--- src/rtl/alu_arbiter_pkg.sv ---
// alu_pkg: types and helpers shared by the ALU arbiter slice.
//   opcode_e  : 2-bit ALU opcode (ADD, SUB, MULT, NAND)
//   ST_*      : FSM state encodings for alu_arbiter
//   id_w()    : requester-id width, max(1, clog2(n))
package alu_pkg;

   typedef enum logic [1:0] {
      OP_ADD  = 2'd0,
      OP_SUB  = 2'd1,
      OP_MULT = 2'd2,
      OP_NAND = 2'd3
   } opcode_e;

   localparam logic [1:0] ST_IDLE = 2'd0;
   localparam logic [1:0] ST_EXEC = 2'd1;
   localparam logic [1:0] ST_RESP = 2'd2;

   function automatic int id_w(input int n);
      return (n > 2) ? $clog2(n) : 1;
   endfunction

endpackage

--- src/rtl/alu_arbiter_if.sv ---
// alu_arbiter_if: request/response bundle between the clients and alu_arbiter.
//   req_valid/req_ready : per-requester handshake, ready is one-hot or zero
//   req_opcode/op1/op2  : packed per-requester operands (requester i at slot i)
//   rsp_valid/rsp_ready : single response handshake
//   rsp_data/rsp_id     : result and index of the requester that issued it
//   busy                : arbiter is not idle
// master = client side, slave = arbiter side.
interface alu_arbiter_if
   import alu_pkg::*;
#(
   parameter int WIDTH   = 32,
   parameter int NUM_REQ = 4,
   parameter int ID_W    = id_w(NUM_REQ)
);
   logic [NUM_REQ-1:0]       req_valid;
   logic [NUM_REQ-1:0]       req_ready;
   logic [NUM_REQ*2-1:0]     req_opcode;
   logic [NUM_REQ*WIDTH-1:0] req_op1;
   logic [NUM_REQ*WIDTH-1:0] req_op2;
   logic                     rsp_valid;
   logic                     rsp_ready;
   logic [WIDTH-1:0]         rsp_data;
   logic [ID_W-1:0]          rsp_id;
   logic                     busy;

   modport master (
      output req_valid, req_opcode, req_op1, req_op2, rsp_ready,
      input  req_ready, rsp_valid, rsp_data, rsp_id, busy
   );

   modport slave (
      input  req_valid, req_opcode, req_op1, req_op2, rsp_ready,
      output req_ready, rsp_valid, rsp_data, rsp_id, busy
   );
endinterface

--- src/rtl/alu_arbiter_alu.sv ---
// alu: combinational WIDTH-bit ALU. All results wrap modulo 2^WIDTH.
//   op   : opcode (ADD, SUB, MULT low half, NAND)
//   a, b : operands
//   y    : result
module alu
   import alu_pkg::*;
#(
   parameter int WIDTH = 32
) (
   input  opcode_e          op,
   input  logic [WIDTH-1:0] a,
   input  logic [WIDTH-1:0] b,
   output logic [WIDTH-1:0] y
);
   always_comb begin
      y = '0;
      case (op)
         OP_ADD:  y = a + b;
         OP_SUB:  y = a - b;
         OP_MULT: y = a * b;
         OP_NAND: y = ~(a & b);
         default: y = '0;
      endcase
   end
endmodule

--- src/rtl/alu_arbiter_rr_arbiter.sv ---
// rr_arbiter: combinational round-robin pick.
//   req   : request vector
//   ptr   : highest-priority index this round
//   grant : one-hot grant (zero when no request)
//   idx   : index of the granted requester
//   any   : at least one request present
module rr_arbiter #(
   parameter int NUM_REQ = 4,
   parameter int ID_W    = 2
) (
   input  logic [NUM_REQ-1:0] req,
   input  logic [ID_W-1:0]    ptr,
   output logic [NUM_REQ-1:0] grant,
   output logic [ID_W-1:0]    idx,
   output logic               any
);
   always_comb begin
      int k;
      k     = 0;
      grant = '0;
      idx   = '0;
      any   = 1'b0;
      // Scan starting at ptr and wrapping; the first hit wins.
      for (int i = 0; i < NUM_REQ; i++) begin
         k = int'(ptr) + i;
         if (k >= NUM_REQ) k = k - NUM_REQ;
         if (!any && req[k]) begin
            any      = 1'b1;
            grant[k] = 1'b1;
            idx      = ID_W'(k);
         end
      end
   end
endmodule

--- src/rtl/alu_arbiter.sv ---
// alu_arbiter: shares one ALU among NUM_REQ requesters, round-robin.
//   clk, rst : clock, asynchronous active-high reset
//   bus      : slave side of alu_arbiter_if (requests in, tagged result out)
// A grant is given only in IDLE; the winner's operands are latched and the ALU
// runs from those registers (MULT held for MULT_CYCLES). The result is held on
// the response channel until accepted, then the arbiter returns to IDLE.
module alu_arbiter
   import alu_pkg::*;
#(
   parameter int WIDTH       = 32,
   parameter int NUM_REQ     = 4,
   parameter int MULT_CYCLES = 2
) (
   input  logic        clk,
   input  logic        rst,
   alu_arbiter_if.slave bus
);
   localparam int ID_W  = id_w(NUM_REQ);
   localparam int CNT_W = (MULT_CYCLES > 1) ? $clog2(MULT_CYCLES) : 1;

   logic [1:0]       state_q, state_d;
   logic [CNT_W-1:0] cnt_q, cnt_d;
   opcode_e          opc_q, opc_d;
   logic [WIDTH-1:0] op1_q, op1_d, op2_q, op2_d;
   logic [ID_W-1:0]  id_q, id_d;
   logic [ID_W-1:0]  rr_ptr_q, rr_ptr_d;
   logic             rsp_valid_q, rsp_valid_d;
   logic [WIDTH-1:0] rsp_data_q, rsp_data_d;
   logic [ID_W-1:0]  rsp_id_q, rsp_id_d;

   logic [NUM_REQ-1:0] gnt_oh, req_ready;
   logic [ID_W-1:0]    gnt_idx;
   logic               gnt_any;
   logic [31:0]        gsel;
   logic [WIDTH-1:0]   alu_y;

   rr_arbiter #(.NUM_REQ(NUM_REQ), .ID_W(ID_W)) u_rr (
      .req   (bus.req_valid),
      .ptr   (rr_ptr_q),
      .grant (gnt_oh),
      .idx   (gnt_idx),
      .any   (gnt_any)
   );

   // Fed only from latched registers so clients may change inputs after accept.
   alu #(.WIDTH(WIDTH)) u_alu (
      .op (opc_q),
      .a  (op1_q),
      .b  (op2_q),
      .y  (alu_y)
   );

   assign gsel = 32'(gnt_idx);

   always_comb begin
      state_d     = state_q;
      cnt_d       = cnt_q;
      opc_d       = opc_q;
      op1_d       = op1_q;
      op2_d       = op2_q;
      id_d        = id_q;
      rr_ptr_d    = rr_ptr_q;
      rsp_valid_d = rsp_valid_q;
      rsp_data_d  = rsp_data_q;
      rsp_id_d    = rsp_id_q;
      req_ready   = '0;
      case (state_q)
         ST_IDLE: begin
            if (gnt_any) begin
               req_ready = gnt_oh;
               opc_d     = opcode_e'(bus.req_opcode[2*gsel +: 2]);
               op1_d     = bus.req_op1[WIDTH*gsel +: WIDTH];
               op2_d     = bus.req_op2[WIDTH*gsel +: WIDTH];
               id_d      = gnt_idx;
               rr_ptr_d  = (gnt_idx == ID_W'(NUM_REQ-1)) ? '0 : gnt_idx + 1'b1;
               cnt_d     = (opc_d == OP_MULT) ? CNT_W'(MULT_CYCLES-1) : '0;
               state_d   = ST_EXEC;
            end
         end
         ST_EXEC: begin
            if (cnt_q != '0) begin
               cnt_d = cnt_q - 1'b1;
            end else begin
               rsp_valid_d = 1'b1;
               rsp_data_d  = alu_y;
               rsp_id_d    = id_q;
               state_d     = ST_RESP;
            end
         end
         ST_RESP: begin
            // No grant here even if requests wait: IDLE follows the handshake.
            if (bus.rsp_ready) begin
               rsp_valid_d = 1'b0;
               state_d     = ST_IDLE;
            end
         end
         default: state_d = ST_IDLE;
      endcase
   end

   always_ff @(posedge clk or posedge rst) begin
      if (rst) begin
         state_q     <= ST_IDLE;
         cnt_q       <= '0;
         opc_q       <= OP_ADD;
         op1_q       <= '0;
         op2_q       <= '0;
         id_q        <= '0;
         rr_ptr_q    <= '0;
         rsp_valid_q <= 1'b0;
         rsp_data_q  <= '0;
         rsp_id_q    <= '0;
      end else begin
         state_q     <= state_d;
         cnt_q       <= cnt_d;
         opc_q       <= opc_d;
         op1_q       <= op1_d;
         op2_q       <= op2_d;
         id_q        <= id_d;
         rr_ptr_q    <= rr_ptr_d;
         rsp_valid_q <= rsp_valid_d;
         rsp_data_q  <= rsp_data_d;
         rsp_id_q    <= rsp_id_d;
      end
   end

   assign bus.req_ready = req_ready;
   assign bus.rsp_valid = rsp_valid_q;
   assign bus.rsp_data  = rsp_data_q;
   assign bus.rsp_id    = rsp_id_q;
   assign bus.busy      = (state_q != ST_IDLE);
endmodule

--- src/flat_wrapper.sv ---
// flat-port wrapper written by rule: the top's interface ports become plain ports
module alu_arbiter_flat import alu_pkg::*;
#(
   parameter int WIDTH       = 32,
   parameter int NUM_REQ     = 4,
   parameter int MULT_CYCLES = 2
)
  (clk, rst, bus_req_valid, bus_req_opcode, bus_req_op1, bus_req_op2, bus_rsp_ready, bus_req_ready, bus_rsp_valid, bus_rsp_data, bus_rsp_id, bus_busy);
  alu_arbiter_if #(.WIDTH(WIDTH), .NUM_REQ(NUM_REQ), .ID_W((id_w(NUM_REQ)))) bus_i ();
  input  logic clk;
  input  logic rst;
  input wire logic [$bits(bus_i.req_valid)-1:0] bus_req_valid;
  input wire logic [$bits(bus_i.req_opcode)-1:0] bus_req_opcode;
  input wire logic [$bits(bus_i.req_op1)-1:0] bus_req_op1;
  input wire logic [$bits(bus_i.req_op2)-1:0] bus_req_op2;
  input wire logic [$bits(bus_i.rsp_ready)-1:0] bus_rsp_ready;
  output wire logic [$bits(bus_i.req_ready)-1:0] bus_req_ready;
  output wire logic [$bits(bus_i.rsp_valid)-1:0] bus_rsp_valid;
  output wire logic [$bits(bus_i.rsp_data)-1:0] bus_rsp_data;
  output wire logic [$bits(bus_i.rsp_id)-1:0] bus_rsp_id;
  output wire logic [$bits(bus_i.busy)-1:0] bus_busy;
  assign bus_i.req_valid = bus_req_valid;
  assign bus_i.req_opcode = bus_req_opcode;
  assign bus_i.req_op1 = bus_req_op1;
  assign bus_i.req_op2 = bus_req_op2;
  assign bus_i.rsp_ready = bus_rsp_ready;
  assign bus_req_ready = bus_i.req_ready;
  assign bus_rsp_valid = bus_i.rsp_valid;
  assign bus_rsp_data = bus_i.rsp_data;
  assign bus_rsp_id = bus_i.rsp_id;
  assign bus_busy = bus_i.busy;
  alu_arbiter #(.WIDTH(WIDTH), .NUM_REQ(NUM_REQ), .MULT_CYCLES(MULT_CYCLES)) u_core (.clk(clk), .rst(rst), .bus(bus_i));
endmodule
--- config.mk ---
export PLATFORM = sky130hd
export DESIGN_NAME = alu_arbiter_flat
export DESIGN_NICKNAME = d
export VERILOG_FILES = /design/src/rtl/alu_arbiter_pkg.sv /design/src/rtl/alu_arbiter_if.sv /design/src/rtl/alu_arbiter_alu.sv /design/src/rtl/alu_arbiter_rr_arbiter.sv /design/src/rtl/alu_arbiter.sv /design/src/flat_wrapper.sv
export SDC_FILE = /design/constraint.sdc
export NUM_CORES = 2
export LEC_CHECK = 0
export BUFFER_PORTS_ARGS = -buffer_cell sky130_fd_sc_hd__buf_2
export CELL_PAD_IN_SITES_DETAIL_PLACEMENT = 0
export CELL_PAD_IN_SITES_GLOBAL_PLACEMENT = 1
export CORE_MARGIN = 2
export CORE_UTILIZATION = 30
export DETAILED_ROUTE_END_ITERATION = 10
export GPL_TIMING_DRIVEN = 0
export PLACE_DENSITY_LB_ADDON = 0.1
export SKIP_LAST_GASP = 1
export SLEW_MARGIN = 20
export SYNTH_ARGS = -nofsm -noshare
export SYNTH_HDL_FRONTEND = slang
export SYNTH_SLANG_ARGS = --single-unit
--- constraint.sdc ---
create_clock -name clk -period 22.6 [get_ports clk]
set_input_delay 4.52 -clock clk [delete_from_list [all_inputs] [get_ports clk]]
set_output_delay 4.52 -clock clk [all_outputs]
set_load 0.01 [all_outputs]
After elaboration in Yosys (flattened, before gate mapping)
Cells that the tools add are included.

word-level totals
  word-level logic and storage cells = 124
  output and inout bits = 40
  bits of input ports = 271
  bits in registers = 108

operators by class
  $add $sub $neg = 11
  multiply operators = 1
  bitwise logic cells = 6
  shifts and indexed selects = 3
  muxes and demuxes = 51
  order comparisons = 12
  eq/ne operators = 10
  reduce and logical (&&, ||, !) cells = 20

operator list
  cell                                                                                   count
  128-bit by 8-bit indexed part select with 32-bit output                                2
  32-bit by 1-bit greater-or-equal comparator with 1-bit output (second input constant)  4
  32-bit by 4-bit less-than comparator with 1-bit output (second input constant)         4
  32-bit two-way mux                                                                     4
  32-bit case mux with 4 select lines                                                    1
  32-bit adder                                                                           1
  32-bit AND                                                                             1
  32-bit by 32-bit multiplier with 32-bit output                                         1
  32-bit inverter                                                                        1
  32-bit subtractor                                                                      1
  4-bit two-way mux                                                                      6
  1-bit two-way mux                                                                      21
  2-bit two-way mux                                                                      8
  4-bit OR                                                                               3
  3-bit by 3-bit subtractor with 4-bit output (second input constant)                    3
  2-bit == test (second input constant)                                                  5
  3-bit greater-or-equal comparator (second input constant)                              3
  1-bit binary-select mux with 2-bit select                                              4
  1-bit demux with 2-bit select                                                          4
  8-bit by 4-bit indexed part select with 2-bit output                                   1
  1-bit logical AND                                                                      7
  2-bit by 2-bit adder with 3-bit output (second input constant)                         2
  2-bit case mux with 3 select lines                                                     1
  2-bit AND reduction                                                                    3
  other kinds (14)                                                                       23

Logic depth before layout (Yosys ltp)
  depth in word-level cells = 20
  gate-level depth with buffers = 29
  mapped depth without buffers = 27

Cells and area by module
From an unflattened synthesis, not the netlist that was laid out.

second synthesis, totals
  cell total of the unflattened synthesis = 2768
  area total of the unflattened synthesis = 25055.3 um2

modules (own cells, without submodules)
  module       area an instance (um2)  cells each  times used
  alu          18854.3                 2241        1
  alu_arbiter  5740.5                  479         1
  rr_arbiter   460.4                   48          1

Worst setup path before layout
Ideal clock, no wire load.

  kind = input to output
  start = input bus_req_valid[0]
  end = output bus_req_ready[0]
  path slack = 11.811 ns
  buffers on the path = 4
  data arrival time = 6.269 ns
  stages on the path = 8
  data required time = 18.080 ns
  path through = clkbuf_1 -> or3_1 -> nor2_1 -> or2_2 -> clkbuf_1 -> clkbuf_1 -> clkbuf_1 -> a21oi_1

between the ends
  word-level cells in the longest chain between the ends = 15
  elaborated cells on any way between the ends = 31
  classes of those cells = 22 x mux; 3 x bitwise; 6 x reduce/logical

ends and longest elaborated chain
  item                                                    RTL line                      source
  start, declared                                         flat_wrapper.sv:12            input wire logic [$bits(bus_i.req_valid)-1:0] bus_req_valid;
  1-bit binary-select mux with 2-bit select               alu_arbiter_rr_arbiter.sv:27  if (!any && req[k]) begin
  1-bit two-way mux (implied by the code) (2 in series)   alu_arbiter_rr_arbiter.sv:27
  1-bit two-way mux                                       alu_arbiter_rr_arbiter.sv:27
  1-bit zero test                                         alu_arbiter_rr_arbiter.sv:27
  1-bit logical AND                                       alu_arbiter_rr_arbiter.sv:27
  1-bit two-way mux                                       alu_arbiter_rr_arbiter.sv:27
  1-bit zero test                                         alu_arbiter_rr_arbiter.sv:27
  1-bit logical AND                                       alu_arbiter_rr_arbiter.sv:27
  1-bit two-way mux                                       alu_arbiter_rr_arbiter.sv:27
  1-bit zero test                                         alu_arbiter_rr_arbiter.sv:27
  1-bit logical AND                                       alu_arbiter_rr_arbiter.sv:27
  4-bit two-way mux or 1-bit two-way mux (tied branches)  alu_arbiter_rr_arbiter.sv:27
  4-bit two-way mux (*)                                   alu_arbiter.sv:69             if (gnt_any) begin
  4-bit two-way mux (*)                                   alu_arbiter.sv:67             case (state_q)
  end, declared                                           flat_wrapper.sv:17            output wire logic [$bits(bus_i.req_ready)-1:0] bus_req_ready;

Every way passes the cells marked *; elsewhere a longest branch is shown, timed or not. The select of a mux whose other input is x is not followed.

Worst setup path after layout
  start = input bus_req_valid[0]
  end = output bus_req_ready[2]

The elaborated chain is that of the path after synthesis.

==> impl_metrics.csv <==
group,metric,value,unit
timing,setup_viol,0,
timing,rsz0062_at_grt,"no",
grt,grt_usage,0.275,
clocking,cts_resized,0,
final_layout,drive_gt1_frac,0.114,
critical_path,startpoint_type,"input port",
worst_hold_path,hold_end,"u_core.bus.rsp_id[1]",
synth,yosys_warnings,0,
timing,drv_slew,0,
clocking,htree_levels,3,
clocking,clk_path_buf_depth,2,
clocking,clock_latency,400,ps
critical_path,critPathMaxFanout,10,
grt,grt_overflow,0,
timing,slew-limit-headroom,0.174,
floorplan,die-area,0.0862,mm^2
drt,first_pass_iters,7,
clocking,clock-sinks,108,
critical_path,worstSetupPathType,"input port to output pin",
critical_path,critPathRequiredTime,18080,ps
timing,finalWorstSetupSlack,10720,ps
drt,wl,117000,um
clocking,post_cts_buffers,0,
final_layout,final_nets,4307,
critical_path,critPathArrivalTime,7360,ps
synth,synth_nets,3982,
drt,vias,22900,
synth,seq_area_frac_synth,0.107,
synth,synth_cell_types,75,
drt,wl_per_cell,25.8,um
drt,detail-route-antenna-nets,0,
clocking,path_clk_slew,80,ps
drt,drt_iter0_drc,1740,
timing,setup_tns,0,ps
synth,synthCells,3141,
critical_path,r2r-start,"u_core.op2_q[5]",
worst_hold_path,hp-class,"register to register",
clocking,root_buffer,"clkbuf_16",
place,post-place-ws,10660,ps
place,hpwl,95200,um
run_status,status,"complete, no violations",
floorplan,fp.dieW,294,um
clocking,numCtsBuffers,9,
drt,viasPerCell,5.04,
critical_path,r2r_end,"u_core.bus.rsp_data[31]",
critical_path,crit_path_end_kind,"output pin",
synth,syn-mean-instance-area,8.01,um^2
place,numPortBuffers,310,
grt,grt_pass1_vias,24400,
timing,hold_violations,0,
grt,grt_pass1_wl,170000,um
timing,finClkSkew,19.3,ps
timing,max_freq,0.0842,GHz
final_layout,final_cell_area,0.0284,mm^2
place,dpl_cell_area,0.0281,mm^2
grt,grt_max_degree,75,
floorplan,initial_core_util,0.302,
final_layout,syn_to_final_growth,13.1,%
worst_hold_path,hold_start,"u_core.bus.rsp_id[1]",
critical_path,r2r_setup_slack,12930,ps
place,gp_congestion,0.941,
critical_path,r2r_cells,25,
clocking,cts_tree,"yes",
grt,antenna_found_initial,6,
clocking,holdBufCountCts,0,
timing,worstMarginPinSlew,1240,ps
timing,period_share,0.526,
worst_hold_path,min_path_cells,2,
synth,synth_edf_count,0,
floorplan,num_rows,106,
synth,syn_area,0.0251,mm^2
floorplan,die_height,294,um
synth,ys_async_sr_fraction,1.00,
final_layout,fin_util,0.342,
floorplan,core-area,0.0833,mm^2
synth,synth_flop_cell,"dfrtp_1",
floorplan,ios,311,
drt,drcViolationCount,0,
flow_run,drv_cap,0,
synth,ys_ff_latch,108,
timing,min_period,11880,ps
cell type report:
type | count | area (um^2)
inverters | 462 | 1740
clock buffers | 10 | 239
repair buffers | 314 | 1620
flip-flops and latches | 108 | 2700
diodes | 3 | 7.51
multi-input cells | 2370 | 19900
fillers | 9059 | 54800
plain buffers | 201 | 806
clock inverters | 6 | 58.8
well taps | 1080 | 1350
how the worst max path moves through the flow:
| stage | cells after the start | end | from |
|---|---|---|---|
| 4_1_cts | 10 | bus_req_ready[0] | bus_req_valid[0] |
| 6_report | 10 | bus_req_ready[2] | bus_req_valid[0] |
| 2_1_floorplan | 8 | bus_req_ready[0] | bus_req_valid[0] |
| 5_1_grt | 10 | bus_req_ready[3] | bus_req_valid[0] |
| 3_5_place_dp | 10 | bus_req_ready[0] | bus_req_valid[0] |
| 3_3_place_gp | 10 | bus_req_ready[3] | bus_req_valid[0] |
sequential cells by signal, summed over array words and instances (netlist names):
signal,cells
u_core.cnt_q,1
u_core.op2_q,32
u_core.bus.rsp_id,2
u_core.opc_q,2
u_core.state_q,2
u_core.bus.rsp_valid,1
u_core.rr_ptr_q,2
u_core.op1_q,32
u_core.id_q,2
u_core.bus.rsp_data,32
through the flow:
step / hold slack (ps) / instances
after floorplan: 439 / 3141
after global placement: 467 / 4531
after detailed placement: 467 / 4534
after CTS: 490 / 4550
after global routing: 510 / 4551
final: 488 / 4554
layer usage:
layer / routed length (um) / track usage / vias to the layer above
met5: 0 / 0 / -
met1: 50900 / 0.369 / 11600
met2: 54700 / 0.454 / 876
met3: 7450 / 0.0372 / 140
li1: - / - / 10400
met4: 4340 / 0.0949 / 0
critical path: stages:
cell	delay, ps
buf_2	100
clkbuf_1	200
or3_1	490
nor2_1	140
or2_2	200
clkbuf_1	440
clkbuf_1	480
clkbuf_1	490
a21oi_1	100
buf_2	180
logic make-up (layout without fill, tap and decap cells):
logic type	Yosys count	count (layout)	share of synthesized area
AND/OR/NAND/NOR	1218	1218	0.228
buffers and inverters	663	993	0.100
adder cells (fa/ha/maj)	570	570	0.406
AO/OA/AOI/OAI	434	434	0.106
XOR/XNOR	138	138	0.0481
flip-flops	108	108	0.107
multiplexers	10	10	0.00463
other	0	3	0
cell usage after synthesis (12+ instances only):
cell	number	area share
nand2_1	683	0.10
fa_1	409	0.33
xor2_1	44	0.015
and2_1	314	0.078
ha_1	161	0.080
o21ai_1	34	0.0068
nand2b_1	16	0.0040
a21oi_1	79	0.016
o21ai_0	159	0.032
xnor2_1	94	0.033
o211ai_1	18	0.0054
buf_2	21	0.0042
nand3_1	81	0.016
dfrtp_1	108	0.11
o21bai_1	13	0.0039
inv_1	461	0.069
clkbuf_1	167	0.025
a31oi_1	19	0.0047
a21o_1	19	0.0057
nor2_1	63	0.0094
o31ai_1	13	0.0039
buf_1	12	0.0018
placed cells by master, fill, tap and decap left out, types with 11 or more instances in the layout:
cell type / instances
a21o_1: 19
a21oi_1: 79
a31oi_1: 19
and2_1: 314
buf_1: 12
buf_2: 331
clkbuf_1: 153
clkbuf_2: 14
dfrtp_1: 108
fa_1: 409
ha_1: 161
inv_1: 460
nand2_1: 683
nand2b_1: 16
nand3_1: 81
nor2_1: 63
o211ai_1: 18
o21a_1: 11
o21ai_0: 159
o21ai_1: 34
o21bai_1: 13
o31ai_1: 13
xnor2_1: 94
xor2_1: 44
Power is not shown: default switching activity piles up to over one toggle a cycle in this logic, so the estimate is an artifact.
